===== src/rtl/sigmoid_interp_scheduler.sv =====
// rtl/sigmoid_interp_scheduler.sv - round-robin sharing of one sigmoid LUT and interpolator among lanes
module sigmoid_interp_scheduler #(
    parameter int NREQ = 4,
    parameter int DW   = 8,
    parameter int FRAC = 4,
    parameter int AW   = 5
) (
    input  logic                     clk,
    input  logic                     rst,
    input  logic [NREQ-1:0]          req,
    input  logic [NREQ*DW-1:0]       req_x,
    output logic [NREQ-1:0]          gnt,
    output logic                     lut_en,
    output logic [AW-1:0]            lut_addr,
    input  logic [DW-1:0]            lut_data,
    output logic [DW-1:0]            ip_base,
    output logic [DW-1:0]            ip_next,
    output logic [DW-1:0]            ip_change,
    output logic [DW-1:0]            ip_remaining,
    input  logic [DW-1:0]            ip_value,
    output logic                     out_valid,
    output logic [$clog2(NREQ)-1:0]  out_lane,
    output logic [DW-1:0]            out_value,
    input  logic                     out_ready
);
    localparam int LW = $clog2(NREQ);

    typedef enum logic [2:0] {IDLE, RD_BASE, RD_NEXT, WAIT, CALC, RESP} state_t;

    state_t            state, state_nx;
    logic [LW-1:0]     rr_ptr;
    logic [LW-1:0]     lane;
    logic [LW-1:0]     winner;
    logic              found;
    logic [DW-1:0]     x_sel;
    logic [AW-1:0]     idx_sel;
    logic [FRAC-1:0]   frac_q;
    logic [DW-1:0]     base_q;

    // Search starts just after the last winner so every lane gets its turn.
    always_comb begin
        winner = rr_ptr;
        found  = 1'b0;
        for (int k = 1; k <= NREQ; k++) begin
            if (!found && req[LW'((int'(rr_ptr) + k) % NREQ)]) begin
                winner = LW'((int'(rr_ptr) + k) % NREQ);
                found  = 1'b1;
            end
        end
    end

    // Adding half the table span to the signed integer part is an MSB flip.
    always_comb begin
        x_sel   = req_x[winner*DW +: DW];
        idx_sel = AW'({~x_sel[DW-1], x_sel[DW-2:FRAC]});
    end

    always_comb begin
        state_nx = state;
        gnt      = '0;
        lut_en   = 1'b0;
        case (state)
            IDLE:    if (found) state_nx = RD_BASE;
            RD_BASE: begin
                gnt[lane] = 1'b1;
                lut_en    = 1'b1;
                state_nx  = RD_NEXT;
            end
            RD_NEXT: begin
                lut_en   = 1'b1;
                state_nx = WAIT;
            end
            WAIT:    state_nx = CALC;
            CALC:    state_nx = RESP;
            RESP:    if (out_ready) state_nx = IDLE;
            default: state_nx = IDLE;
        endcase
    end

    always_ff @(posedge clk or posedge rst) begin
        if (rst) begin
            state        <= IDLE;
            rr_ptr       <= LW'(NREQ - 1);
            lane         <= '0;
            frac_q       <= '0;
            base_q       <= '0;
            lut_addr     <= '0;
            ip_base      <= '0;
            ip_next      <= '0;
            ip_change    <= '0;
            ip_remaining <= '0;
            out_valid    <= 1'b0;
            out_lane     <= '0;
            out_value    <= '0;
        end else begin
            state <= state_nx;
            case (state)
                IDLE: if (found) begin
                    lane     <= winner;
                    rr_ptr   <= winner;
                    frac_q   <= x_sel[FRAC-1:0];
                    lut_addr <= idx_sel;
                end
                RD_BASE: lut_addr <= lut_addr + 1'b1;
                RD_NEXT: base_q <= lut_data;
                WAIT: begin
                    ip_base      <= base_q;
                    ip_next      <= lut_data;
                    ip_change    <= lut_data - base_q;
                    ip_remaining <= DW'(frac_q);
                end
                CALC: begin
                    out_value <= ip_value;
                    out_lane  <= lane;
                    out_valid <= 1'b1;
                end
                RESP: if (out_ready) out_valid <= 1'b0;
                default: ;
            endcase
        end
    end
endmodule

===== config.mk =====
export PLATFORM = sky130hd
export DESIGN_NAME = sigmoid_interp_scheduler
export DESIGN_NICKNAME = d
export VERILOG_FILES = /design/src/rtl/sigmoid_interp_scheduler.sv
export SDC_FILE = /design/constraint.sdc
export NUM_CORES = 1
export LEC_CHECK = 0
export CAP_MARGIN = 5
export CORE_ASPECT_RATIO = 0.75
export CORE_UTILIZATION = 41
export CTS_CLUSTER_SIZE = 12
export DETAILED_ROUTE_END_ITERATION = 16
export PLACE_DENSITY_LB_ADDON = 0.12
export SLEW_MARGIN = 20
export SYNTH_ARGS = -nofsm -noshare
export SYNTH_HDL_FRONTEND = slang
export SYNTH_SLANG_ARGS = --single-unit

===== constraint.sdc =====
create_clock -name clk -period 1.9 [get_ports clk]
set_clock_uncertainty 0.1 [all_clocks]
set_input_delay 0.285 -clock clk [delete_from_list [all_inputs] [get_ports clk]]
set_output_delay 0.285 -clock clk [all_outputs]
set_load 0.02 [all_outputs]

==> results.py, run 1 <==
metrics = {
    "status": {
        "status": "finished with violations",
        "failed_checks": "setup timing",
    },
    "timing": {
        "finalCritPeriodShare_pct": 111,
        "rsz0062_at_grt": "true",
        "drv_slew": 0,
        "hold_ws_ps": 252,
        "fmax_mhz": 475,
        "min_period_ps": 2110,
        "fin_ws_ps": -207,
        "fin_setup_tns_ps": -1360,
        "finalHoldViolations": 0,
        "setup_viol": 9,
    },
    "synthesis": {
        "yosysMostFrequentCell": "dfrtp_1",
        "synth_area_sq_um": 3120,
        "ys_types": 46,
        "yosys.area.top_type": "dfrtp_1",
        "synth-seq-cells": 63,
        "synth_seq_area_share_pct": 50.6,
        "netlist_top_cells_area": "dfrtp_1 49%, mux2_2 9.4%, nand2_1 4.9%",
        "async_flop_share_pct": 100,
        "synthTopCellsByCount": "61 x dfrtp_1, 41 x nand2_1, 27 x o21ai_0, 26 x mux2_2",
        "synth_edf_count": 0,
        "synth-main-ff-cell": "dfrtp_1",
        "syn_avg_cell_area_sq_um": 10.9,
        "ys.warnings.count": 0,
        "synth_cells": 287,
        "synth_top_area_share_pct": 48.9,
    },
    "cts": {
        "cts_tree": "done",
        "htreeDepth": 3,
        "cts_root_buf": "clkbuf_8",
        "clk_latency_ps": 350,
        "cts_buffer_depth": 2,
        "clk_pin_slew_ps": 70,
        "ctsHoldBuffers": 0,
        "cts_inserted_buffers": 9,
        "cts_sinks": 63,
    },
    "run": {
        "maxCapViolations": 0,
    },
    "pwr": {
        "p_per_area_nw_per_um2": 1760,
        "peakVddDrop_mv": 0.856,
        "power.switching_mw": 3.33,
        "p_int_mw": 5.17,
        "leakage_nw": 2.15,
        "pwr-share-comb_pct": 58.7,
        "seqPwrFrac_pct": 29.1,
        "p_sw_share_pct": 39.2,
        "finalPower_mw": 8.50,
        "pwr-share-clk_pct": 12.3,
    },
    "critical_path": {
        "worstSetupEndpointType": "register",
        "rr_worst_depth": 7,
        "cp.arrival_ps": 2220,
        "crit_end": "lut_addr[1]",
        "crit_start": "rr_ptr[0]",
        "r2r-start": "rr_ptr[0]",
        "max_stage_delay_ps": 560,
        "crit_path_start_kind": "register",
        "worst_r2r_endpoint": "lut_addr[1]",
        "crit_fanout": 4,
        "rrSetupSlack_ps": -210,
        "critical_path_required_ps": 2010,
        "cpMaxStageDelayCell": "dfstp_2",
        "crit_chain": "nor2b_2 -> o21ba_4 -> a221oi_4 -> buf_6 -> mux4_2 -> nor2_2 -> a311oi_2",
        "timing_worst_setup_path_type": "reg -> reg",
    },
    "floorplan": {
        "die_area_sq_um": 7970,
        "row_count": 27,
        "fp.dieH_um": 77.6,
        "coreArea_sq_um": 7360,
        "ios": 108,
        "start_util_pct": 42.4,
        "die_w_um": 103,
    },
    "route": {
        "drt_iter0_drc": 62,
        "vias_per_cell": 4.87,
        "routedWlPerCell_um": 14.3,
        "dr_total_vias": 2632,
        "remaining_drc_errors": 0,
        "wirelength_um": 7720,
        "first_pass_iters": 4,
        "ant_nets": 0,
    },
    "placed_design": {
        "dpl_cell_area_sq_um": 4580,
        "dpl.hpwl_um": 5640,
        "dp_cells": 522,
        "gp_congestion": 0.810,
        "place_ws_ps": -581,
        "io_buffer_count": 103,
    },
    "global_route": {
        "grt_max_degree": 64,
        "grt_remaining_overflow": 0,
        "grt_pass1_vias": 2748,
        "grt_pass1_wl_um": 13100,
        "grt_use_total_pct": 21.7,
        "antenna_found_initial": 0,
    },
    "finish": {
        "layout-drive-gt1-share_pct": 28.2,
        "fillers": 635,
        "utilization_pct": 65.6,
        "fin_cells": 541,
        "nets": 499,
        "stdcell_area_sq_um": 4830,
        "n_antenna_cell": 0,
        "area_growth_syn_to_layout_pct": 54.8,
    },
    "worst_hold_path": {
        "hold_path.class": "in -> reg",
    },
}
-- layout make-up --
class | instances | area [sq um] | area share, %
clock buffers | 11 | 141 | 2.93
clock inverters | 5 | 33.8 | 0.699
inverters | 16 | 63.8 | 1.32
multi-input cells | 194 | 1480 | 30.7
flip-flops and latches | 63 | 1580 | 32.7
well taps | 101 | 126 | 2.62
repair buffers | 151 | 1400 | 29.0
-- flip-flops by register name (all words and copies together), names as in the netlist --
| signal | count |
|---|---|
| base_q | 8 |
| ip_base | 8 |
| ip_change | 8 |
| ip_next | 8 |
| out_value | 8 |
| lut_addr | 5 |
| frac_q | 4 |
| ip_remaining | 4 |
| state | 3 |
| lane | 2 |
| out_lane | 2 |
| rr_ptr | 2 |
| out_valid | 1 |
-- layout by cell type (no fill, tap or decap), drive strengths merged, types with 2 or more instances in the layout --
cell / instances
nand2: 41
a221oi: 2
nor3: 5
inv: 15
nor2b: 4
xor2: 2
or3: 2
mux2i: 5
nand2b: 2
clkbuf: 12
clkinvlp: 3
nand3b: 2
clkinv: 3
a21oi: 8
clkdlybuf4s50: 96
o21a: 4
mux2: 26
o21ai: 28
nand3: 4
nor2: 17
buf: 52
dfstp: 2
dlygate4sd2: 2
ha: 8
mux4: 6
a21o: 3
xnor2: 4
dfrtp: 61
conb: 4
o31ai: 2
a22oi: 2
nor3b: 2
-- metal layers --
| layer | vias to the layer above | track usage, % | wire length [um] |
|---|---|---|---|
| li1 | 1288 | - | - |
| met4 | 0 | 5.77 | 97 |
| met3 | 12 | 8.02 | 474 |
| met5 | - | 0 | 0 |
| met1 | 1262 | 29.4 | 3730 |
| met2 | 70 | 32.5 | 3420 |
-- how the worst min path moves through the flow --
stage,cells after the start,endpoint,startpoint,slack [ps]
after CTS,2,base_q[0],lut_data[0],230
after global placement,2,frac_q[1],frac_q[1],360
after floorplan,1,state[0],out_ready,280
after detailed placement,2,frac_q[0],frac_q[0],370
final,2,base_q[0],lut_data[0],250
after global routing,2,base_q[0],lut_data[0],240
-- worst max-delay path, delay by kind of cell, from the launching register on --
kind	cells	cell delay, ps
DFF	1	560
and+or+nand+nor	2	160
buffers and inverters	1	170
muxes	1	500
AOI/OAI and AO/OA	3	490
-- cell families (layout without fill, tap and decap cells) --
| family | after synthesis | count (layout) | share of synthesized area (%) |
|---|---|---|---|
| fa+ha+maj | 9 | 9 | 3.85 |
| other cells | 1 | 4 | 0.120 |
| simple gates | 82 | 82 | 11.7 |
| mux | 37 | 37 | 15.4 |
| compound gates | 56 | 56 | 11.7 |
| flops | 63 | 63 | 50.6 |
| xor+xnor | 6 | 6 | 1.68 |
| buf+inv | 33 | 183 | 4.89 |
-- power by group through the flow --
stage | registers [mW] | logic, mW | clock network [mW]
6_report | 2.47 | 4.99 | 1.04
5_1_grt | 2.55 | 5.44 | 1.14
4_1_cts | 2.46 | 4.94 | 1.07
3_5_place_dp | 2.47 | 4.85 | 0
3_3_place_gp | 2.44 | 4.75 | 0
2_1_floorplan | 2.98 | 2.15 | 0
-- repair_timing --
item | in CTS | in global routing
pin swaps | 6 | 11
setup buffers | 3 | 1
cloned | 0 | 0
setup endpoints to repair | 17 | 17
gates resized for setup | 31 | 20
Note: power is estimated with default switching activity, not from simulation.
==> run 2: changes to the inputs <==
Settings changed: TNS_END_PERCENT set to 1.
==> run 2 against run 1 <==
  * The flow still finishes with violations (setup timing)
  * Worst setup slack got worse by 29 ps
  * Combinational power fell by 3%
  * Global-route usage fell by 1.2 points
  * Clock-buffer cell count grew 1
  * Non-clock buffer count shrank 9
  * Via count fell by 1.9%
  * Cell area decreased by 1.6%
  * Sequential power is essentially flat
  * Highest routed layer unchanged
==> results.py, run 2 (synthesis gave the netlist of run 1 again) <==
metrics = {
    "global_route": {
        "grt_remaining_overflow": 0,
        "grt_use_total_pct": 20.4,
        "grt_max_degree": 64,
        "grt_pass1_vias": 2535,
        "antenna_found_initial": 0,
        "grt_pass1_wl_um": 12400,
    },
    "cts": {
        "cts_sinks": 63,
        "cts_buffer_depth": 2,
        "cts_root_buf": "clkbuf_8",
        "cts_inserted_buffers": 9,
        "postCtsSetupBuffers": 0,
        "cts_tree": "done",
        "clk_pin_slew_ps": 70,
        "clk_latency_ps": 330,
        "htreeDepth": 3,
    },
    "placed_design": {
        "dpl.hpwl_um": 5520,
        "place_ws_ps": -620,
        "gp_congestion": 0.809,
        "io_buffer_count": 103,
        "dpl_cell_area_sq_um": 4520,
    },
    "route": {
        "remaining_drc_errors": 0,
        "routedWlPerCell_um": 14.1,
        "vias_per_cell": 4.86,
        "drt_iter0_drc": 70,
        "dr_total_vias": 2583,
        "ant_nets": 0,
        "first_pass_iters": 4,
        "wirelength_um": 7500,
    },
    "timing": {
        "finalCritPeriodShare_pct": 112,
        "rsz0062_at_grt": "true",
        "fin_ws_ps": -236,
        "finalHoldViolations": 0,
        "setup_viol": 9,
        "drv_slew": 0,
        "fmax_mhz": 468,
        "min_period_ps": 2140,
        "hold_ws_ps": 229,
    },
    "finish": {
        "stdcell_area_sq_um": 4750,
        "nets": 490,
        "layout-drive-gt1-share_pct": 25.3,
        "n_antenna_cell": 0,
        "area_growth_syn_to_layout_pct": 52.3,
        "fillers": 628,
        "final_cell_mix": "97 x clkdlybuf4s50_1, 61 x dfrtp_1, 41 x nand2_1",
        "final_common_cell": "clkdlybuf4s50_1",
    },
    "pwr": {
        "finalPower_mw": 8.44,
        "peakVddDrop_mv": 0.833,
        "p_per_area_nw_per_um2": 1780,
        "leakage_nw": 2.13,
    },
    "floorplan": {
        "row_count": 27,
        "die_w_um": 103,
        "start_util_pct": 42.4,
        "coreArea_sq_um": 7360,
        "ios": 108,
        "die_area_sq_um": 7970,
        "fp.dieH_um": 77.6,
    },
    "critical_path": {
        "crit_path_start_kind": "register",
        "cpMaxStageDelayCell": "dfstp_2",
        "cp_top_family": "flip-flops",
        "cp.arrival_ps": 2240,
        "max_stage_delay_ps": 550,
        "crit_chain": "nor2b_1 -> o21ba_1 -> a221oi_4 -> buf_6 -> mux4_2 -> nor2_2 -> a311oi_2",
        "critPathBufInv": 1,
        "crit_fanout": 3,
        "critical_path_required_ps": 2000,
        "timing_worst_setup_path_type": "reg -> reg",
        "worstSetupEndpointType": "register",
    },
    "worst_hold_path": {
        "hold_path.class": "in -> async",
    },
    "run": {
        "maxCapViolations": 0,
    },
    "status": {
        "status": "finished with violations",
        "failed_checks": "setup timing",
    },
}
-- run 2: path summary, 6_finish.rpt --
path	endpoint	cells after the start	startpoint	slack (ps)
setup reg to reg	lut_addr[1]	7	rr_ptr[0]	-240
hold reg to reg	frac_q[1]	2	frac_q[1]	380
setup / recovery	lut_addr[1]	7	rr_ptr[0]	-240
min in group clk	frac_q[1]	2	frac_q[1]	380
max in group asynchronous	rr_ptr[0]	3	rst	1160
hold / removal	ip_base[0]	3	rst	230
-- run 2: worst min-delay path, stage by stage --
cell and delay (ps):
clkdlybuf4s50_1 410, inv_2 70, buf_12 300
-- run 2: cell type report --
cell class	instances	area, sq um	area share, %
sequential	63	1580	33.2
multi-input combinational	194	1460	30.6
timing repair buffer	142	1340	28.2
clock buffer	12	145	3.05
tap	101	126	2.66
inverter	16	60.1	1.26
clock inverter	4	45.0	0.948
-- run 2: power breakdown --
| part | total (mW) | switching, mW | internal (mW) |
|---|---|---|---|
| Sequential | 2.46 | 0.427 | 2.04 |
| Combinational | 4.85 | 2.32 | 2.53 |
| Clock | 1.13 | 0.496 | 0.636 |
| Total | 8.44 | 3.24 | 5.20 |
-- run 2: through the flow --
| stage | instances | TNS [ps] | util [%] |
|---|---|---|---|
| global placement | 516 | -6020 | 61.4 |
| detailed placement | 516 | -6710 | 61.4 |
| CTS | 532 | -1570 | 64.3 |
| global route | 532 | -2460 | 64.5 |
| floorplan | 290 | -4070 | - |
| finish | 532 | -1420 | 64.5 |
-- run 2: metal layers --
layer / track usage [%] / share of wire, % / up-vias
li1: - / - / 1271
met1: 27.9 / 48 / 1235
met2: 30.8 / 46 / 75
met3: 7.84 / 6.4 / 2
met4: 4.23 / 0.37 / 0
met5: 0 / 0 / -
-- run 2: what timing repair did --
item | CTS | global route
setup endpoints to repair | 17 | 17
pin swaps | 5 | 1
gates resized for setup | 21 | 13
hold buffers | 0 | 0
==> run 3: changes to the inputs <==
Settings changed: CTS_CLUSTER_SIZE 12 to 8.
==> results of run 3 <==
No change in the layout: final DEF, timing and power equal those of run 2.
